==> src/rtl/dot_product_ctrl.sv <==
// dot_product_ctrl
//   Sequencing stage around the 8x8 start/ready sequential multiplier.
//   Operand pairs arrive on a valid/ready stream. Each pair is handed to
//   the multiplier. LEN products are summed into one unsigned result,
//   which is offered on a valid/ready output.
//
//   Build option: DOT_PRODUCT_SATURATE_EN
//     defined   - accumulator saturates to all-ones on carry out, and ovf is
//                 sticky until the result is accepted, clr, or reset
//     undefined - accumulator wraps modulo 2^ACC_W, and ovf is tied low
//
// Ports
//   clk, rst_n           clock (rising edge), async active-low reset
//   clr                  synchronous abort back to IDLE
//   in_valid/in_ready    operand pair handshake, in_a/in_b operands
//   mul_a/mul_b          registered multiplier operands
//   mul_start            one-cycle multiplier start pulse
//   mul_ready/mul_m      multiplier done flag and product
//   sum/sum_valid        dot-product result and its valid flag
//   sum_ready            downstream accept
//   ovf                  overflow flag for the current result
//
// state | meaning
// IDLE  | ready for the next operand pair
// START | mul_start asserted for this one cycle
// WAIT  | waiting on mul_ready, accumulate when it arrives
// DONE  | result presented, waiting for sum_ready
module dot_product_ctrl #(
  parameter int W     = 8,
  parameter int LEN   = 4,
  parameter int ACC_W = 18
) (
  input  logic             clk,
  input  logic             rst_n,
  input  logic             clr,
  input  logic             in_valid,
  output logic             in_ready,
  input  logic [W-1:0]     in_a,
  input  logic [W-1:0]     in_b,
  output logic [W-1:0]     mul_a,
  output logic [W-1:0]     mul_b,
  output logic             mul_start,
  input  logic             mul_ready,
  input  logic [2*W-1:0]   mul_m,
  output logic [ACC_W-1:0] sum,
  output logic             sum_valid,
  input  logic             sum_ready,
  output logic             ovf
);

  localparam int CNT_W = (LEN > 1) ? $clog2(LEN) : 1;

  typedef enum logic [1:0] {IDLE, START, WAIT, DONE} state_t;

  state_t           state;
  logic [ACC_W-1:0] acc;
  logic [CNT_W-1:0] cnt;
  logic [ACC_W-1:0] mul_ext;
  logic [ACC_W-1:0] acc_next;
  logic             last;

  assign mul_ext = ACC_W'(mul_m);
  assign last    = (cnt == CNT_W'(LEN - 1));

`ifdef DOT_PRODUCT_SATURATE_EN
  logic [ACC_W:0] add_full;
  logic           carry;

  assign add_full = {1'b0, acc} + {1'b0, mul_ext};
  assign carry    = add_full[ACC_W];
  // once saturated, stay at all-ones for the rest of the vector
  assign acc_next = (carry || ovf) ? '1 : add_full[ACC_W-1:0];
`else
  assign acc_next = acc + mul_ext;
  assign ovf      = 1'b0;
`endif

  always_ff @(posedge clk or negedge rst_n) begin
    if (!rst_n) begin
      state     <= IDLE;
      acc       <= '0;
      cnt       <= '0;
      mul_a     <= '0;
      mul_b     <= '0;
      mul_start <= 1'b0;
      sum       <= '0;
      sum_valid <= 1'b0;
      in_ready  <= 1'b0;
`ifdef DOT_PRODUCT_SATURATE_EN
      ovf       <= 1'b0;
`endif
    end else if (clr) begin
      // mul_a, mul_b and sum deliberately keep their values
      state     <= IDLE;
      acc       <= '0;
      cnt       <= '0;
      mul_start <= 1'b0;
      sum_valid <= 1'b0;
      in_ready  <= 1'b1;
`ifdef DOT_PRODUCT_SATURATE_EN
      ovf       <= 1'b0;
`endif
    end else begin
      case (state)
        IDLE: begin
          in_ready <= 1'b1;
          // in_ready is low for the first cycle after reset release
          if (in_valid && in_ready) begin
            mul_a     <= in_a;
            mul_b     <= in_b;
            mul_start <= 1'b1;
            in_ready  <= 1'b0;
            state     <= START;
          end
        end
        START: begin
          mul_start <= 1'b0;
          state     <= WAIT;
        end
        WAIT: begin
          if (mul_ready) begin
            acc <= acc_next;
`ifdef DOT_PRODUCT_SATURATE_EN
            if (carry) ovf <= 1'b1;
`endif
            if (last) begin
              sum       <= acc_next;
              sum_valid <= 1'b1;
              state     <= DONE;
            end else begin
              cnt      <= cnt + CNT_W'(1);
              in_ready <= 1'b1;
              state    <= IDLE;
            end
          end
        end
        DONE: begin
          if (sum_ready) begin
            acc       <= '0;
            cnt       <= '0;
            sum_valid <= 1'b0;
            in_ready  <= 1'b1;
            state     <= IDLE;
`ifdef DOT_PRODUCT_SATURATE_EN
            ovf       <= 1'b0;
`endif
          end
        end
        default: state <= IDLE;
      endcase
    end
  end

endmodule

==> config.mk <==
export PLATFORM = sky130hd
export DESIGN_NAME = dot_product_ctrl
export DESIGN_NICKNAME = d
export VERILOG_FILES = /design/src/rtl/dot_product_ctrl.sv
export SDC_FILE = /design/constraint.sdc
export NUM_CORES = 1
export LEC_CHECK = 0
export ABC_AREA = 1
export BUFFER_PORTS_ARGS = -buffer_cell sky130_fd_sc_hd__buf_2
export CAP_MARGIN = 40
export CORE_MARGIN = 2
export CORE_UTILIZATION = 58
export CTS_CLUSTER_DIAMETER = 100
export CTS_CLUSTER_SIZE = 8
export DETAILED_ROUTE_END_ITERATION = 12
export HOLD_SLACK_MARGIN = 0.08
export PLACE_DENSITY_LB_ADDON = 0.1
export SLEW_MARGIN = 5
export SYNTH_ARGS = -nofsm -noshare
export SYNTH_HDL_FRONTEND = slang
export SYNTH_SLANG_ARGS = --single-unit
==> constraint.sdc <==
create_clock -name clk -period 2.8 [get_ports clk]
set_input_delay 0.14 -clock clk [delete_from_list [all_inputs] [get_ports clk]]
set_output_delay 0.14 -clock clk [all_outputs]
set_load 0.02 [all_outputs]
==> metrics.md <==
| Metric | Value |
|---|---|
| Outcome | `completed` |
| Crit path DAT | `~2.2 ns` |
| Gp weighted congestion | `0.9067` |
| Peak VDD IR | `591.5 µV` |
| Crit end category | `register` |
| Post-route ant nets | `0` |
| Synth Cell Area | `0.003266 mm²` |
| DRC Markers | `0` |
| Slew Limit Fails | `0` |
| Synth Net Count | `485` |
| Setup_tns | `0 ns` |
| Ratio of cells with drive above 1 in the final layout | `20.00%` |
| WL/cell | `13.41 µm` |
| Relative slew slack | `62.56%` |
| Yosys cell types | `29` |
| RSZ-0062 raised after global routing | `false` |
| Clock buffer depth | `2` |
| TritonRoute pass-1 iters | `5` |
| Total congestion overflow | `0` |
| HP Class | `input port to register` |
| Final setup viols | `0` |
| Synth Flop Type | `dfrtp_1` |
| Post-synth EDFFs | `0` |
| Worst Path Required | `3.04 ns` |
| Core area | `~0.0055 mm²` |
| Area share of the largest cell type after synthesis | `between 40% and 50%` |
| Worst Path Max Fanout | `11` |
| Die Y | `79.04 µm` |
| CTS Buf Count | `9` |
| Sequential area share after synthesis | `45.21%` |
| Initial Utilization | `59.67%` |
| Row count | `27` |
| Via density | `just over 5` |
| Die width | `~80 µm` |
| Hpwl dp | `between 5000 and 6000 µm` |
| Maxcap violations | `0` |
| Final min period | `1.920 ns` |
| Area post-placement | `0.003684 mm²` |
| Via count | `3095` |
| CTS sink cnt | `59` |
| Synthesized flop and latch total | `59` |
| Largest net degree at the start of global routing | `28` |
| Post-route cell area | `0.004065 mm²` |
| CTS tree | `done` |
| Crit share post-route | `68.56%` |
| Reg2Reg Setup Slack | `0.88 ns` |
| Max Clock Skew | `0.01245 ns` |
| Fmax | `0.5210 GHz` |
| First-pass GRT wire length | `13600 µm` |
| Slew of the pin with the lowest slew margin | `0.5610 ns` |
| Largest area contributor in the netlist | `dfrtp_1` |
| Drt first-iter violations | `188` |
| Fin. Hold Viols | `0` |
| Startpoint class of the critical path | `register` |
| I/O Pins | `76` |
| Post-Route WL | `8073 µm` |
| Die footprint | `0.006247 mm²` |
| Ys Warns | `0` |
| Leakage | `0.002360 µW` |
| Clock Tree Root | `clkbuf_8` |
| Crit path kind | `register to register` |
| Pwr dens | `817.1 mW/mm²` |
| Clock slew at reported path FFs | `0.07 ns` |
| Clk_lat worst skew | `0.34 ns` |
| H-tree depth | `3` |
| P&R area growth vs syn | `24.48%` |
| Antenna violations before repair | `0` |
| Top cells by area, synth | `dfrtp_1 45%, nand2_1 22%, ha_1 6.5%` |
| Cells after Synth | `between 400 and 500` |
| Layout Nets | `582` |
| Vias in the first global route | `around 3000` |
| Port bufs | `74` |
| Async SR Flop Fraction | `100.0%` |
| Avg Inst Size Synth | `7.612 µm²` |
| Post-CTS setup buffer count | `0` |
| Tot GR Track Use | `28.06%` |
| Antenna diodes | `0` |
## routing by layer
layer  routed length (µm)  global-route usage, %  vias to the layer above  share of wire [%]
met5                    0                      0                        -                  0
li1                     -                      -                     1548                  -
met2                 3683                  43.98                      124                 46
met4                  152                  11.90                        0                1.9
met1                 3721                  37.64                     1398                 46
met3                  516                  6.364                       25                6.4
## cell usage after synthesis, types with 2 or more instances
master,instances
buf_2,4
nand2_1,188
xnor2_1,5
nor2_2,4
nand3_1,33
nand3b_1,3
dfrtp_1,59
inv_1,34
buf_6,2
nand2_2,2
inv_2,4
buf_4,4
a21oi_1,19
xor2_1,2
o21ai_0,20
nor2_1,17
ha_1,17
## critical path, cell delays in order, from the launching register on
cell and delay, ns:
dfrtp_1 0.50, nand2_1 0.17, o22ai_2 0.20, nor2_2 0.08
nor2_2 0.44, buf_4 0.29, nand2_1 0.06, o21ai_0 0.09
## per-stage QoR
stage,utilization (%),cells,worst slack (ns),hold slack [ns],total power [µW]
final,74.28,602,0.8804,0.1237,3322
after global routing,74.28,602,0.7298,0.1372,3546
after CTS,74.28,602,0.9240,0.1160,3325
after detailed placement,67.31,569,0.9195,0.1041,2511
after global placement,67.31,569,0.9797,0.1002,2474
after floorplan,-,429,1.091,-0.1556,2118
## registers in the layout (all words and copies together) (netlist names), 2 cells and up
| register | count |
|---|---|
| mul_b | 8 |
| acc | 18 |
| cnt | 2 |
| state | 2 |
| mul_a | 8 |
| sum | 18 |
## cell families (layout without fill, tap and decap cells)
family / Yosys count / in the layout / synth area share, %
flops: 59 / 59 / 45.21
buf+inv: 48 / 149 / 6.590
compound gates: 44 / 44 / 7.241
xor+xnor: 7 / 7 / 1.877
simple gates: 252 / 252 / 31.84
other cells: 1 / 1 / 0.1148
fa+ha+maj: 18 / 18 / 7.126
## area by class of cell
cell class	count	area, µm²
repair buffers	96	580.6
flip-flops and latches	59	1476
fillers	440	1408
clock buffers	11	151.4
inverters	38	142.6
well taps	72	90.09
multi-input cells	322	1574
clock inverters	4	50.05
## worst paths after layout
kind                       startpoint       end  depth (start not counted)
min                               clr  state[0]                          2
max in group asynchronous       rst_n    acc[6]                          3
min reg2reg                  mul_b[2]  mul_b[2]                          2
max reg2reg                  state[1]    acc[7]                          7
max                          state[1]    acc[7]                          7
min in group asynchronous       rst_n    acc[5]                          2
## timing repair
action,4_1_cts,5_1_grt
resized for setup,0,0
hold endpoints to repair,33,0
hold buffers,18,0
## placed cells by master (no fill, tap or decap), drive strengths merged, types with 3 or more instances in the layout
cell type	count
nand2	190
buf	78
dfrtp	59
inv	38
nand3	33
o21ai	21
nor2	21
a21oi	19
dlygate4sd3	18
ha	17
clkbuf	11
xnor2	5
nand3b	3
## report_power, final
group	internal, µW	leakage (µW)	switching (µW)
sequential	1100	0.000784	162
combinational	446	0.00148	832
clock	452	0.0000974	333
total	2000	0.00236	1330
No activity file was read; power rests on OpenSTA's default activity.
